**src/rtl/cc_unit_pkg.sv**
```systemverilog
// Shared Y86 definitions for the execute-stage condition-code unit:
// instruction codes, jXX/cmovXX condition encodings and CC bit positions.
package cc_unit_pkg;

  localparam logic [3:0] I_RRMOVL = 4'd2;
  localparam logic [3:0] I_OPL    = 4'd6;
  localparam logic [3:0] I_JXX    = 4'd7;

  typedef enum logic [3:0] {
    C_ALWAYS = 4'd0,
    C_LE     = 4'd1,
    C_L      = 4'd2,
    C_E      = 4'd3,
    C_NE     = 4'd4,
    C_GE     = 4'd5,
    C_G      = 4'd6
  } cond_e;

  // CC register layout is {ZF,SF,OF}
  localparam int ZF = 2;
  localparam int SF = 1;
  localparam int OF = 0;

endpackage

```
**src/rtl/cc_unit_if.sv**
```systemverilog
// Execute-stage bundle between pipeline control / ALU and the condition-code unit.
// The master side drives instruction, flags and control; the slave side returns results.
interface cc_unit_if #(parameter int CNT_W = 16);

  logic             in_valid;
  logic [3:0]       icode;
  logic [3:0]       ifun;
  logic             set_cc;
  logic             alu_sf;
  logic             alu_zf;
  logic             alu_of;
  logic             exc;
  logic             stall;
  logic             bubble;
  logic [2:0]       cc;
  logic             cnd;
  logic             cnd_valid;
  logic             mispredict;
  logic             bad_cond;
  logic [CNT_W-1:0] branch_count;
  logic [CNT_W-1:0] mispredict_count;

  modport master (
    output in_valid, icode, ifun, set_cc, alu_sf, alu_zf, alu_of, exc, stall, bubble,
    input  cc, cnd, cnd_valid, mispredict, bad_cond, branch_count, mispredict_count
  );

  modport slave (
    input  in_valid, icode, ifun, set_cc, alu_sf, alu_zf, alu_of, exc, stall, bubble,
    output cc, cnd, cnd_valid, mispredict, bad_cond, branch_count, mispredict_count
  );

endinterface

```
**src/rtl/cc_unit_cond_eval.sv**
```systemverilog
// Combinational jXX/cmovXX condition evaluator over a {ZF,SF,OF} flag vector.
// Unused condition codes (7..15) evaluate false and raise bad.
module cc_unit_cond_eval
  import cc_unit_pkg::*;
(
  input  logic [3:0] ifun,
  input  logic [2:0] cc,
  output logic       eval,
  output logic       bad
);

  logic lt_s;

  assign lt_s = cc[SF] ^ cc[OF];

  // Decode the condition code against the current flags
  always_comb begin
    eval = 1'b0;
    bad  = 1'b0;
    case (ifun)
      C_ALWAYS: eval = 1'b1;
      C_LE:     eval = lt_s | cc[ZF];
      C_L:      eval = lt_s;
      C_E:      eval = cc[ZF];
      C_NE:     eval = ~cc[ZF];
      C_GE:     eval = ~lt_s;
      C_G:      eval = ~lt_s & ~cc[ZF];
      default:  bad  = 1'b1;
    endcase
  end

endmodule

```
**src/rtl/cc_unit.sv**
```systemverilog
// Y86 condition-code register plus execute-output register: latches ALU flags on OPl,
// evaluates jXX/cmovXX, flags mispredicts and keeps saturating branch/mispredict counters.
module cc_unit
  import cc_unit_pkg::*;
#(
  parameter int         CNT_W    = 16,
  parameter logic [2:0] CC_RESET = 3'b100
)
(
  input logic      clock,
  input logic      reset,
  cc_unit_if.slave bus
);

  localparam logic [CNT_W-1:0] CNT_ONE = {{(CNT_W-1){1'b0}}, 1'b1};
  localparam logic [CNT_W-1:0] CNT_MAX = {CNT_W{1'b1}};

  logic [2:0]       cc_q, cc_d;
  logic             frozen_q, frozen_d;
  logic             cnd_q, cnd_d;
  logic             cnd_valid_q, cnd_valid_d;
  logic             mispredict_q, mispredict_d;
  logic             bad_cond_q, bad_cond_d;
  logic [CNT_W-1:0] branch_count_q, branch_count_d;
  logic [CNT_W-1:0] mispredict_count_q, mispredict_count_d;

  logic raw_eval_s, raw_bad_s, is_jxx_s, is_cond_s, eval_s, bad_s, cc_we_s;

  cc_unit_cond_eval u_cond_eval (
    .ifun (bus.ifun),
    .cc   (cc_q),
    .eval (raw_eval_s),
    .bad  (raw_bad_s)
  );

  assign is_jxx_s  = (bus.icode == I_JXX);
  assign is_cond_s = is_jxx_s | (bus.icode == I_RRMOVL);
  assign eval_s    = is_cond_s & raw_eval_s;
  assign bad_s     = is_cond_s & raw_bad_s;
  // A squashed (exception) or frozen pipeline must never alter the flags
  assign cc_we_s   = bus.in_valid & (bus.icode == I_OPL) & bus.set_cc & ~bus.stall
                     & ~bus.bubble & ~bus.exc & ~frozen_q;

  // Next-state for CC, frozen flag, execute-output register and counters
  always_comb begin
    cc_d               = cc_q;
    frozen_d           = frozen_q;
    cnd_d              = cnd_q;
    cnd_valid_d        = cnd_valid_q;
    mispredict_d       = mispredict_q;
    bad_cond_d         = bad_cond_q;
    branch_count_d     = branch_count_q;
    mispredict_count_d = mispredict_count_q;

    if (bus.stall) begin
      frozen_d = frozen_q;
    end else if (bus.bubble) begin
      cnd_d        = 1'b0;
      cnd_valid_d  = 1'b0;
      mispredict_d = 1'b0;
      bad_cond_d   = 1'b0;
      frozen_d     = frozen_q | bus.exc;
    end else begin
      cnd_valid_d  = bus.in_valid;
      cnd_d        = bus.in_valid & eval_s;
      mispredict_d = bus.in_valid & is_jxx_s & ~eval_s;
      bad_cond_d   = bus.in_valid & bad_s;
      frozen_d     = frozen_q | bus.exc;
      if (bus.in_valid && is_jxx_s && (branch_count_q != CNT_MAX)) begin
        branch_count_d = branch_count_q + CNT_ONE;
      end else begin
        branch_count_d = branch_count_q;
      end
      if (mispredict_d && (mispredict_count_q != CNT_MAX)) begin
        mispredict_count_d = mispredict_count_q + CNT_ONE;
      end else begin
        mispredict_count_d = mispredict_count_q;
      end
    end

    if (cc_we_s) begin
      cc_d = {bus.alu_zf, bus.alu_sf, bus.alu_of};
    end else begin
      cc_d = cc_q;
    end
  end

  // State registers with synchronous reset taking priority over stall/bubble
  always_ff @(posedge clock) begin
    if (reset) begin
      cc_q               <= CC_RESET;
      frozen_q           <= 1'b0;
      cnd_q              <= 1'b0;
      cnd_valid_q        <= 1'b0;
      mispredict_q       <= 1'b0;
      bad_cond_q         <= 1'b0;
      branch_count_q     <= {CNT_W{1'b0}};
      mispredict_count_q <= {CNT_W{1'b0}};
    end else begin
      cc_q               <= cc_d;
      frozen_q           <= frozen_d;
      cnd_q              <= cnd_d;
      cnd_valid_q        <= cnd_valid_d;
      mispredict_q       <= mispredict_d;
      bad_cond_q         <= bad_cond_d;
      branch_count_q     <= branch_count_d;
      mispredict_count_q <= mispredict_count_d;
    end
  end

  assign bus.cc               = cc_q;
  assign bus.cnd              = cnd_q;
  assign bus.cnd_valid        = cnd_valid_q;
  assign bus.mispredict       = mispredict_q;
  assign bus.bad_cond         = bad_cond_q;
  assign bus.branch_count     = branch_count_q;
  assign bus.mispredict_count = mispredict_count_q;

endmodule
```
**src/flat_wrapper.sv**
```systemverilog
// flat-port wrapper written by rule: the top's interface ports become plain ports
module cc_unit_flat import cc_unit_pkg::*;
#(
  parameter int         CNT_W    = 16,
  parameter logic [2:0] CC_RESET = 3'b100
)
  (clock, reset, bus_in_valid, bus_icode, bus_ifun, bus_set_cc, bus_alu_sf, bus_alu_zf, bus_alu_of, bus_exc, bus_stall, bus_bubble, bus_cc, bus_cnd, bus_cnd_valid, bus_mispredict, bus_bad_cond, bus_branch_count, bus_mispredict_count);
  cc_unit_if #(.CNT_W(CNT_W)) bus_i ();
  input logic clock;
  input logic reset;
  input wire logic [$bits(bus_i.in_valid)-1:0] bus_in_valid;
  input wire logic [$bits(bus_i.icode)-1:0] bus_icode;
  input wire logic [$bits(bus_i.ifun)-1:0] bus_ifun;
  input wire logic [$bits(bus_i.set_cc)-1:0] bus_set_cc;
  input wire logic [$bits(bus_i.alu_sf)-1:0] bus_alu_sf;
  input wire logic [$bits(bus_i.alu_zf)-1:0] bus_alu_zf;
  input wire logic [$bits(bus_i.alu_of)-1:0] bus_alu_of;
  input wire logic [$bits(bus_i.exc)-1:0] bus_exc;
  input wire logic [$bits(bus_i.stall)-1:0] bus_stall;
  input wire logic [$bits(bus_i.bubble)-1:0] bus_bubble;
  output wire logic [$bits(bus_i.cc)-1:0] bus_cc;
  output wire logic [$bits(bus_i.cnd)-1:0] bus_cnd;
  output wire logic [$bits(bus_i.cnd_valid)-1:0] bus_cnd_valid;
  output wire logic [$bits(bus_i.mispredict)-1:0] bus_mispredict;
  output wire logic [$bits(bus_i.bad_cond)-1:0] bus_bad_cond;
  output wire logic [$bits(bus_i.branch_count)-1:0] bus_branch_count;
  output wire logic [$bits(bus_i.mispredict_count)-1:0] bus_mispredict_count;
  assign bus_i.in_valid = bus_in_valid;
  assign bus_i.icode = bus_icode;
  assign bus_i.ifun = bus_ifun;
  assign bus_i.set_cc = bus_set_cc;
  assign bus_i.alu_sf = bus_alu_sf;
  assign bus_i.alu_zf = bus_alu_zf;
  assign bus_i.alu_of = bus_alu_of;
  assign bus_i.exc = bus_exc;
  assign bus_i.stall = bus_stall;
  assign bus_i.bubble = bus_bubble;
  assign bus_cc = bus_i.cc;
  assign bus_cnd = bus_i.cnd;
  assign bus_cnd_valid = bus_i.cnd_valid;
  assign bus_mispredict = bus_i.mispredict;
  assign bus_bad_cond = bus_i.bad_cond;
  assign bus_branch_count = bus_i.branch_count;
  assign bus_mispredict_count = bus_i.mispredict_count;
  cc_unit #(.CNT_W(CNT_W), .CC_RESET(CC_RESET)) u_core (.clock(clock), .reset(reset), .bus(bus_i));
endmodule
```
**config.mk**
```make
export PLATFORM = sky130hd
export DESIGN_NAME = cc_unit_flat
export DESIGN_NICKNAME = d
export VERILOG_FILES = /design/src/rtl/cc_unit_pkg.sv /design/src/rtl/cc_unit_if.sv /design/src/rtl/cc_unit_cond_eval.sv /design/src/rtl/cc_unit.sv /design/src/flat_wrapper.sv
export SDC_FILE = /design/constraint.sdc
export NUM_CORES = 1
export LEC_CHECK = 0
export ABC_AREA = 1
export CELL_PAD_IN_SITES_DETAIL_PLACEMENT = 2
export CELL_PAD_IN_SITES_GLOBAL_PLACEMENT = 2
export CORE_UTILIZATION = 26
export CTS_CLUSTER_DIAMETER = 120
export DETAILED_ROUTE_END_ITERATION = 12
export PLACE_DENSITY_LB_ADDON = 0.08
export SLEW_MARGIN = 20
export SYNTH_ARGS = -nofsm -noshare
export SYNTH_HDL_FRONTEND = slang
export SYNTH_SLANG_ARGS = --single-unit
export TNS_END_PERCENT = 30
```
**constraint.sdc**
```tcl
create_clock -name clock -period 2 [get_ports clock]
set_input_delay 0.5 -clock clock [delete_from_list [all_inputs] [get_ports clock]]
set_output_delay 0.5 -clock clock [all_outputs]
set_load 0.02 [all_outputs]
```
==> results of run 1 <==
[placed cells by master (no fill, tap or decap), types with 4 or more instances in the layout]
cell type,netlist,final
nor2_2,4,4
inv_1,33,33
nor3_1,8,8
clkbuf_8,0,6
o21ai_0,5,5
buf_4,1,16
clkdlybuf4s50_1,0,55
nor2_4,3,4
nand3_1,18,17
nand3_2,2,4
nand2_1,104,104
xor2_1,17,17
xnor2_1,6,6
nor2_1,47,46
a21oi_1,29,29
dfxtp_1,40,40
nand4_1,18,18
[synth_stat cells (all sizes together), types with 2 or more instances]
cell type / number
inv: 35
ha: 2
buf: 5
dfxtp: 40
nor3: 8
xnor2: 6
xor2: 17
clkbuf: 4
nand4: 19
nand2: 108
nor2: 55
a21oi: 30
o21ai: 5
nand3: 21
[routing by layer]
layer / track usage / part of all wire / wire [µm]
met1: 0.2466 / 0.48 / 4084
met2: 0.3153 / 0.49 / 4131
met3: 0.02935 / 0.026 / 219
met4: 0.03497 / 0.0066 / 56
met5: 0 / 0 / 0
[how the worst max path moves through the flow]
stage                                          from                              to  slack [ns]  cells after the start
CTS                  u_core.bus.mispredict_count[1]  u_core.bus.mispredict_count[8]        0.03                      8
global placement                        bus_ifun[0]  u_core.bus.mispredict_count[9]       -0.12                     10
global route                            bus_ifun[0]  u_core.bus.mispredict_count[5]      -0.002                     10
detailed placement                     bus_icode[1]  u_core.bus.mispredict_count[8]       -0.28                     11
floorplan            u_core.bus.mispredict_count[1]  u_core.bus.mispredict_count[5]        0.31                     10
finish              u_core.bus.mispredict_count[12]        bus_mispredict_count[12]        0.08                      1
[flip-flops by register name, summed over array words and instances, names as in the netlist]
| name | cells |
|---|---|
| u_core.bus.bad_cond | 1 |
| u_core.bus.branch_count | 16 |
| u_core.bus.cc | 3 |
| u_core.bus.cnd | 1 |
| u_core.bus.cnd_valid | 1 |
| u_core.bus.mispredict | 1 |
| u_core.bus.mispredict_count | 16 |
| u_core.frozen_q | 1 |
[stage by stage]
| stage | power [mW] | cell area, µm² | hold slack [ns] |
|---|---|---|---|
| floorplan | 0.8654 | 2394 | 0.4371 |
| global placement | 0.9386 | 3151 | 0.4615 |
| detailed placement | 0.9439 | 3151 | 0.4718 |
| CTS | 1.535 | 3241 | 0.4832 |
| global route | 1.579 | 3289 | 0.5130 |
| finish | 1.504 | 3289 | 0.4822 |
[report_power, final]
| part | switching (mW) | total (mW) | internal [mW] |
|---|---|---|---|
| sequential | 0.00284 | 0.802 | 0.799 |
| clock | 0.298 | 0.580 | 0.282 |
| combinational | 0.0649 | 0.123 | 0.0579 |
[area by class of cell]
| class | instances | share of cell area |
|---|---|---|
| tap | 108 | 0.04108 |
| sequential | 40 | 0.2434 |
| timing repair buffer | 72 | 0.2077 |
| clock buffer | 8 | 0.02739 |
| inverter | 35 | 0.04032 |
| multi-input combinational | 276 | 0.4401 |
[logic make-up after synthesis]
family,count (synthesis),synth area share
AND/OR/NAND/NOR,212,0.4109
buffers and inverters,44,0.07946
flip-flops,40,0.3346
AO/OA/AOI/OAI,37,0.08050
XOR/XNOR,23,0.08416
adder cells (fa/ha/maj),2,0.01045
[repair_timing]
item                                    in CTS  in global routing
resized for setup                            0                  7
hold buffers                                 0                  0
setup buffers                                0                  0
endpoints found under the setup margin       0                 14
==> flow_metrics.tcl, run 1 <==
set metrics [dict create \
    status "finished with violations" \
    failed_checks "design-rule violations" \
    cp_slowest_cell "clkdlybuf4s50_1" \
    vdd_drop_max_mv 0.2164 \
    rr_startpoint "u_core.bus.mispredict_count[1]" \
    drive_gt1_frac 0.1044 \
    max_clock_freq_ghz 0.5217 \
    gp_congestion 0.7520 \
    finalNonFillerCells 539 \
    fin_worst_skew_ns 0.005430 \
    end_kind "output port" \
    grt_pass1_wl_um 14210 \
    num_vias 2588 \
    fin_crit_sh 0.9585 \
    finalCriticalPeriod_ns 1.917 \
    pre_cts_slack_ns -0.2802 \
    cts_buffers 5 \
    post_drt_wl_per_cell_um 15.75 \
    detailed_place_hpwl_um 6507 \
    clockBufferDepth 2 \
    drt-pass1-iter-count 8 \
    p_per_area_nw_per_um2 457.3 \
    cts_tree "done" \
    synth.largest_area_cell "dfxtp_1" \
    port_buffers 56 \
    diodes 0 \
    p_leak_nw 1.220 \
    synth_ff_type "dfxtp_1" \
    syn-cell-area_um2 2394 \
    fp.dieH_um 97.95 \
    grt_usage 0.1848 \
    syn2layout_area_growth_pct 37.43 \
    worstSetupPathType "reg -> out" \
    hp-start "u_core.bus.cnd" \
    ys_seq_elements 40 \
    hold_path_end "u_core.bus.cnd" \
    multiInputGateArea_um2 1448 \
    grt_max_degree 20 \
    cp_max_fo 7 \
    synth_warnings 0 \
    synth_edf_count 0 \
    synthCells 358 \
    slew_headroom 0.7366 \
    antenna_found_initial 0 \
    root_buffer "clkbuf_8" \
    clk_latency_ns 0.30 \
    register_area_um2 800.8 \
    finalWorstSetupSlack_ns 0.08302 \
    syn-num-nets 378 \
    grt_pass1_vias 2868 \
    detail-route-antenna-nets 0 \
    drtIter0Drc 73 \
    drv_slew 0 \
    ios 57 \
    arrival_ns 1.42 \
    core-area_um2 8806 \
    path_clk_slew_ns 0.08 \
    crit_family "buffers and inverters" \
    fill_cells 1066 \
    ys_seq_area_frac 0.3346 \
    cp.required_ns 1.50 \
    worstMarginPinSlew_ns 0.3947 \
    rows 34 \
    cts_htree_levels 2 \
    whs_path_depth 2 \
    overflow 0 \
    cts.sinks 40 \
    start_util 0.2718 \
    drc 4 \
    start_kind "register" \
    rr_endpoint "u_core.bus.mispredict_count[8]" \
    layout.nets 450 \
    placed_cells 529 \
    drt_wl_total_um 8491 \
    synth_top_area_frac 0.3346 \
    avgViaCountPerCell 4.801 \
    die_w_um 97.95 \
    setup_viol 0 \
    worst-path-buf-inv 1 \
    synth_area_per_cell_um2 6.686 \
    ys_async_sr_fraction 0 \
    r2r_cells 9 \
    final_util 0.3735 \
    min_path_type "reg -> reg" \
    path_cells "clkdlybuf4s50_1" \
    synth_area_leaders "dfxtp_1 (33%), nand2_1 (16%), nor2_1 (7.4%), xor2_1 (6.2%), a21oi_1 (6.1%)" \
    cpPeakStageDelay_ns 0.65 \
    r2r_setup_slack_ns 0.20 \
    hold_viol 0 \
    setup_tns_ns 0 \
    drv_cap 0 \
    die_area_um2 9593 \
    rsz0062_at_grt "yes" \
    synthDistinctLibCells 30 \
]
(Power assumes the default switching activity.)
==> inputs of run 2 (changes only) <==
--- a/config.mk
+++ b/config.mk
@@ -6,8 +6,10 @@
 export NUM_CORES = 1
 export LEC_CHECK = 0
 export ABC_AREA = 1
+export CAP_MARGIN = 40
 export CELL_PAD_IN_SITES_DETAIL_PLACEMENT = 2
 export CELL_PAD_IN_SITES_GLOBAL_PLACEMENT = 2
+export CORE_MARGIN = 2
 export CORE_UTILIZATION = 26
 export CTS_CLUSTER_DIAMETER = 120
 export DETAILED_ROUTE_END_ITERATION = 12
==> run 2 against run 1 <==
The run now ends clean. Flip-flop and latch count unchanged. Clock power down 12%. Combinational power down 4%. Sequential power about the same.
==> flow_metrics.tcl, run 2 (same netlist as run 1, synthesis figures left out) <==
set metrics [dict create \
    status "complete, no violations" \
    antenna_found_initial 0 \
    cts_htree_levels 2 \
    rows 35 \
    finalWorstSetupSlack_ns 0.1024 \
    fin_worst_skew_ns 0.006324 \
    grt_pass1_vias 2705 \
    post_drt_wl_per_cell_um 15.31 \
    cts.sinks 40 \
    core-area_um2 9065 \
    ios 57 \
    fill_cells 1119 \
    cp_max_fo 7 \
    die_w_um 99.95 \
    p_int_mw 1.084 \
    p_clk_frac 0.358 \
    die_area_um2 9989 \
    fp.dieH_um 99.95 \
    start_kind "register" \
    pwr-share-comb 0.083 \
    p_leak_nw 1.202 \
    cts_buffers 5 \
    drv_slew 0 \
    diodes 0 \
    swShare 0.2441 \
    num_vias 2586 \
    grt_usage 0.1688 \
    drt_wl_total_um 8239 \
    drt-pass1-iter-count 4 \
    grt_pass1_wl_um 13530 \
    max_clock_freq_ghz 0.5270 \
    slew_headroom 0.7199 \
    layout_commonest_cell "nand2_1" \
    syn2layout_area_growth_pct 36.12 \
    min_path_type "reg -> reg" \
    setup_viol 0 \
    layout.nets 449 \
    r2r_setup_slack_ns 0.22 \
    vdd_drop_max_mv 0.1765 \
    grt_max_degree 19 \
    worstMarginPinSlew_ns 0.4170 \
    detail-route-antenna-nets 0 \
    register_area_um2 800.8 \
    drive_gt1_frac 0.09836 \
    rr_startpoint "u_core.bus.mispredict_count[1]" \
    avgViaCountPerCell 4.807 \
    worst-path-buf-inv 1 \
    drtIter0Drc 67 \
    cp.required_ns 1.50 \
    root_buffer "clkbuf_8" \
    path_clk_slew_ns 0.08 \
    start_util 0.2640 \
    hp-start "u_core.bus.mispredict" \
    clockBufferDepth 2 \
    sequentialPowerShare 0.559 \
    finalCriticalPeriod_ns 1.898 \
    hold_viol 0 \
    detailed_place_hpwl_um 6427 \
    postPlaceCellArea_um2 3167 \
    crit_family "buffers and inverters" \
    multiInputGateArea_um2 1425 \
    stdcell_area_um2 3258 \
    p_per_area_nw_per_um2 440.0 \
    path_cells "clkdlybuf4s50_1" \
    finalPower_mw 1.433 \
    startpoint "u_core.bus.mispredict_count[12]" \
    overflow 0 \
    fin_crit_sh 0.9488 \
    pre_cts_slack_ns -0.1907 \
    port_buffers 56 \
    end_kind "output port" \
    cts_tree "done" \
    layout_common_cells "nand2_1 (104), clkdlybuf4s50_1 (56), nor2_1 (47)" \
    post_cts_buffers 0 \
    cp_slowest_cell "clkdlybuf4s50_1" \
    cpPeakStageDelay_ns 0.65 \
    arrival_ns 1.40 \
    worstSetupPathType "reg -> out" \
    gp_congestion 0.7740 \
    clk_latency_ns 0.29 \
    power_switching_uw 349.9 \
    drv_cap 0 \
    drc 0 \
]
run 2: final cells by class:
type,count,share of cell area
inverters,35,0.04032
clock buffers,5,0.02112
flip-flops and latches,40,0.2458
repair buffers,72,0.2127
well taps,111,0.04263
multi-input cells,275,0.4374
run 2: worst paths after layout:
kind	depth (start not counted)	to
min reg2reg	2	u_core.bus.mispredict
min	2	u_core.bus.mispredict
max	1	bus_mispredict_count[12]
max reg2reg	10	u_core.bus.mispredict_count[3]
run 2: timing repair:
item                                    4_1_cts  5_1_grt
endpoints found under the setup margin        0        9
resized for setup                             0        2
hold buffers                                  0        0
run 2: power groups by stage:
stage / registers, mW / logic, mW / clock network (mW)
2_1_floorplan: 0.823 / 0.0427 / 0
3_3_place_gp: 0.821 / 0.118 / 0
3_5_place_dp: 0.821 / 0.120 / 0
4_1_cts: 0.802 / 0.120 / 0.542
5_1_grt: 0.802 / 0.130 / 0.568
6_report: 0.802 / 0.118 / 0.513
run 2: stage by stage:
step           utilization  hold WS (ns)  setup TNS, ns  std cells
6_report            0.3594        0.4711              0        538
5_1_grt             0.3594        0.4939      -0.003540        538
4_1_cts             0.3569        0.4814              0        537
3_5_place_dp        0.3493        0.4620         -3.922        532
3_3_place_gp        0.3493        0.4540         -2.248        532
2_1_floorplan            -        0.4371              0        358
run 2: layer usage:
metal,share of wire,up-vias,GRT usage
li1,-,1290,-
met3,0.032,2,0.03064
met1,0.50,1252,0.2363
met2,0.47,42,0.2729
met4,0.0045,0,0.03477
met5,0,-,0
==> inputs of run 3 (changes only) <==
--- a/config.mk
+++ b/config.mk
@@ -10,7 +10,7 @@
 export CELL_PAD_IN_SITES_DETAIL_PLACEMENT = 2
 export CELL_PAD_IN_SITES_GLOBAL_PLACEMENT = 2
 export CORE_MARGIN = 2
-export CORE_UTILIZATION = 26
+export CORE_UTILIZATION = 29
 export CTS_CLUSTER_DIAMETER = 120
 export DETAILED_ROUTE_END_ITERATION = 12
 export PLACE_DENSITY_LB_ADDON = 0.08
==> constraint.sdc (replaced) <==
create_clock -name clock -period 2.3 [get_ports clock]
set_input_delay 0.575 -clock clock [delete_from_list [all_inputs] [get_ports clock]]
set_output_delay 0.575 -clock clock [all_outputs]
set_load 0.02 [all_outputs]
==> run 3 against run 2 <==
Power decreased by 9.8%. Via count down 0.85%. Die area fell by 9.9%. Flip-flop and latch count unchanged. First-iteration DRC count increased by 7.5%. Clock skew increased by 0.0045 ns. Worst hold slack improved by 0.013 ns. Sequential power fell by 13%. Routed wire length down 5.2%. Critical path depth grew 10. Register-to-register slack gained 0.12 ns.
==> flow_metrics.tcl, run 3 (same netlist as run 1, synthesis figures left out) <==
set metrics [dict create \
    status "complete, no violations" \
    detailed_place_hpwl_um 5952 \
    layout_common_cells "nand2_1 (104), clkdlybuf4s50_1 (56), nor2_1 (47)" \
    layout_commonest_cell "nand2_1" \
    detail-route-antenna-nets 0 \
    routed.top_layer "met4" \
    start_util 0.2958 \
    drtIter0Drc 72 \
    cts.sinks 40 \
    drt-met1-wl_um 3736 \
    timing.hold.ws_ns 0.4838 \
    hold_viol 0 \
    fin_worst_skew_ns 0.01085 \
    wl_met3_um 280 \
    cts_hold_buf 0 \
    end_kind "register" \
    gp_congestion 0.7663 \
    drt-pass1-iter-count 4 \
    p_per_area_nw_per_um2 405.7 \
    max_clock_freq_ghz 0.5002 \
    overflow 0 \
    cts_buffers 5 \
    rr_endpoint "u_core.bus.mispredict_count[7]" \
    r2r_cells 8 \
    die_area_um2 8997 \
    finalCriticalPeriod_ns 1.999 \
    drv_cap 0 \
    port_buffers 56 \
    arrival_ns 2.24 \
    grt_pass1_vias 2789 \
    hold_path_end "u_core.bus.mispredict" \
    cp_max_fo 18 \
    fin_crit_sh 0.8692 \
    rr_startpoint "u_core.bus.mispredict_count[0]" \
    die_w_um 94.85 \
    rsz0062_at_grt "no" \
    slew_headroom 0.6833 \
    postPlaceCellArea_um2 3094 \
    fill_cells 1003 \
    worstSetupPathType "in -> reg" \
    diodes 0 \
    grt_pass1_wl_um 13420 \
    layout.nets 441 \
    stdcell_area_um2 3187 \
    root_buffer "clkbuf_8" \
    drc 0 \
    path_clk_slew_ns 0.09 \
    num_vias 2564 \
    worstMarginPinSlew_ns 0.4746 \
    clk_latency_ns 0.29 \
    cp.required_ns 2.54 \
    grt_usage 0.1885 \
    drive_gt1_frac 0.08531 \
    hp-start "u_core.bus.mispredict" \
    worst-path-buf-inv 2 \
    start_kind "input pin" \
    cp_slowest_cell "clkdlybuf4s50_1" \
    r2r_setup_slack_ns 0.34 \
    cts_tree "done" \
    ios 57 \
    syn2layout_area_growth_pct 33.14 \
    setup_viol 0 \
    core-area_um2 8093 \
    drt_wl_total_um 7814 \
    whs_path_depth 2 \
    rows 33 \
    grt_max_degree 30 \
    clockBufferDepth 2 \
    wl_met2_um 3740 \
    antenna_found_initial 0 \
    post_drt_wl_per_cell_um 14.83 \
    drv_slew 0 \
    p_leak_nw 1.174 \
    cpPeakStageDelay_ns 0.52 \
    min_path_type "reg -> reg" \
    cts_htree_levels 2 \
    path_cells "clkdlybuf4s50_1, inv_1, nand2_1, nand3_1, nor2_1, nor2_2, nand2_2, nand3_4, nand2_1, nand2_1, nor2_1" \
    vdd_drop_max_mv 0.1732 \
    post_cts_buffers 0 \
    crit_family "simple AND/OR/NAND/NOR gates" \
    cpMostUsedCell "nand2_1" \
    cts_resized 0 \
    fp.dieH_um 94.85 \
    avgViaCountPerCell 4.865 \
]
run 3: layer usage:
metal / up-vias / global-route usage
li1: 1277 / -
met1: 1237 / 0.2470
met2: 45 / 0.3257
met3: 5 / 0.03272
met4: 0 / 0.03623
met5: - / 0
run 3: where the power goes:
| part | internal (mW) | total, mW | switching, mW |
|---|---|---|---|
| registers | 0.695 | 0.698 | 0.00264 |
| logic | 0.0439 | 0.0949 | 0.0509 |
| clock network | 0.240 | 0.500 | 0.260 |
| total | 0.979 | 1.29 | 0.314 |
run 3: metrics by stage:
stage | power, mW | setup TNS, ns | worst slack (ns) | instances | util
2_1_floorplan | 0.7525 | 0 | 0.6079 | 358 | -
3_3_place_gp | 0.8082 | 0 | 0.04847 | 519 | 0.3823
3_5_place_dp | 0.8110 | -0.1092 | -0.03133 | 519 | 0.3823
4_1_cts | 1.321 | 0 | 0.2470 | 527 | 0.3938
5_1_grt | 1.356 | 0 | 0.07384 | 527 | 0.3938
6_report | 1.293 | 0 | 0.3008 | 527 | 0.3938
run 3: cell type report:
cell class / instances / area, µm² / share of cell area
Tap cell: 105 / 131.4 / 0.04122
Inverter: 35 / 131.4 / 0.04122
Sequential cell: 40 / 800.8 / 0.2513
Multi-Input combinational cell: 274 / 1403 / 0.4401
Clock inverter: 2 / 10.01 / 0.003141
Timing Repair Buffer: 65 / 628.1 / 0.1971
Clock buffer: 6 / 82.58 / 0.02591
run 3: how the worst max path moves through the flow:
stage	depth (start not counted)	start	end	slack [ns]
after global placement	12	bus_icode[1]	u_core.bus.mispredict_count[15]	0.05
after floorplan	10	u_core.bus.mispredict_count[1]	u_core.bus.mispredict_count[5]	0.61
after detailed placement	11	bus_ifun[0]	u_core.bus.mispredict_count[14]	-0.03
after CTS	11	bus_ifun[0]	u_core.bus.mispredict_count[9]	0.25
after global routing	11	bus_ifun[0]	u_core.bus.mispredict_count[9]	0.07
final	11	bus_ifun[0]	u_core.bus.mispredict_count[14]	0.30
run 3: worst min-delay path: stages, from the launching register on:
cell and delay [ns]:
dfxtp_1 0.32, nand2_1 0.07, a21oi_1 0.06
==> variant (settings of run 1) <==
`CNT_W` is set to 16 in 3 places; all go to 14.
--- a/src/rtl/cc_unit_if.sv
+++ b/src/rtl/cc_unit_if.sv
@@ -1,6 +1,6 @@
 // Execute-stage bundle between pipeline control / ALU and the condition-code unit.
 // The master side drives instruction, flags and control; the slave side returns results.
-interface cc_unit_if #(parameter int CNT_W = 16);
+interface cc_unit_if #(parameter int CNT_W = 14);
 
   logic             in_valid;
   logic [3:0]       icode;
--- a/src/rtl/cc_unit.sv
+++ b/src/rtl/cc_unit.sv
@@ -3,7 +3,7 @@
 module cc_unit
   import cc_unit_pkg::*;
 #(
-  parameter int         CNT_W    = 16,
+  parameter int         CNT_W    = 14,
   parameter logic [2:0] CC_RESET = 3'b100
 )
 (
--- a/src/flat_wrapper.sv
+++ b/src/flat_wrapper.sv
@@ -1,7 +1,7 @@
 // flat-port wrapper written by rule: the top's interface ports become plain ports
 module cc_unit_flat import cc_unit_pkg::*;
 #(
-  parameter int         CNT_W    = 16,
+  parameter int         CNT_W    = 14,
   parameter logic [2:0] CC_RESET = 3'b100
 )
   (clock, reset, bus_in_valid, bus_icode, bus_ifun, bus_set_cc, bus_alu_sf, bus_alu_zf, bus_alu_of, bus_exc, bus_stall, bus_bubble, bus_cc, bus_cnd, bus_cnd_valid, bus_mispredict, bus_bad_cond, bus_branch_count, bus_mispredict_count);
Ports: changed (resized bus_branch_count and bus_mispredict_count); port bits go from 57 to 53. The function was not compared with the original's and may differ.
==> variant against run 1 <==
  * Setup slack gained 27 ps
  * Area after synthesis down 8.2%
  * Routed wire length fell by 16%
  * Sequential cell count shrank 4
  * Sequential power decreased by 10%
  * Largest cell class unchanged
  * Combinational power up 4%
  * Design area fell by 5.4%
  * Utilization increased by 0.50 points
  * Final cell count decreased by 5.2%
  * Critical path type unchanged
  * Total power fell by 6.8%
==> variant: results <==
metrics = {
    "worst_setup_path": {
        "reg2reg_depth": 10,
        "cp-startpoint": "u_core.bus.branch_count[0]",
        "endpoint": "bus_branch_count[0]",
        "max_stage_delay_ps": 600,
        "reg2reg_to": "u_core.bus.mispredict_count[9]",
        "reg2reg_slack_ps": 250,
        "crit_arrival_ps": 1390,
    },
    "timing": {
        "whs_ps": 470,
        "fin_crit_sh_pct": 94.5,
        "worst_pin_slew_ps": 301,
        "fin_skew_ps": 4.49,
    },
    "run_status": {
        "status": "finished clean",
    },
    "synth": {
        "ys_types": 33,
        "syn_inst": 330,
        "synthTopCellsByCount": "85 x nand2_1, 53 x nor2_1, 40 x inv_1",
        "synthTopCellsByArea": "dfxtp_1 33%, nand2_1 15%, nor2_1 9.1%",
        "synth-seq-area-share_pct": 32.8,
    },
    "placement": {
        "io_buffers": 52,
        "dpl_worst_slack_ps": -207,
    },
    "power_and_ir_drop": {
        "powerSeq_mw": 0.722,
        "power_clock_mw": 0.552,
        "p_switching_mw": 0.338,
        "power.leakage_nw": 1.24,
        "pwr-share-seq_pct": 51.5,
    },
    "hold_path": {
        "hold_end": "u_core.bus.mispredict",
    },
    "route": {
        "firstDrtPassIters": 4,
        "wl_per_cell_um": 14.0,
    },
    "finish": {
        "finalNetCount": 425,
    },
    "global_route": {
        "grt_pass1_vias": 2412,
    },
}
variant: final cells by class:
cell class	count	area, µm²
Sequential cell	36	721
Fill cell	1004	5110
Clock buffer	8	90.1
Tap cell	105	131
Inverter	43	166
Timing Repair Buffer	75	743
Multi-Input combinational cell	244	1260
variant: cells by family (layout without fill, tap and decap cells):
| logic type | count (synthesis) | after routing | share of synthesized area [%] |
|---|---|---|---|
| adder cells (fa/ha/maj) | 2 | 2 | 1.14 |
| AND/OR/NAND/NOR | 209 | 209 | 45.0 |
| buffers and inverters | 50 | 126 | 10.3 |
| flip-flops | 36 | 36 | 32.8 |
| XOR/XNOR | 9 | 9 | 3.59 |
| AO/OA/AOI/OAI | 24 | 24 | 7.18 |
variant: metal layers:
metal | GRT usage [%] | part of all wire [%] | vias to the layer above
met2 | 28.5 | 46 | 38
met3 | 2.99 | 3.7 | 5
met5 | 0 | 0 | -
li1 | - | - | 1196
met4 | 4.62 | 0.94 | 0
met1 | 23.2 | 49 | 1131
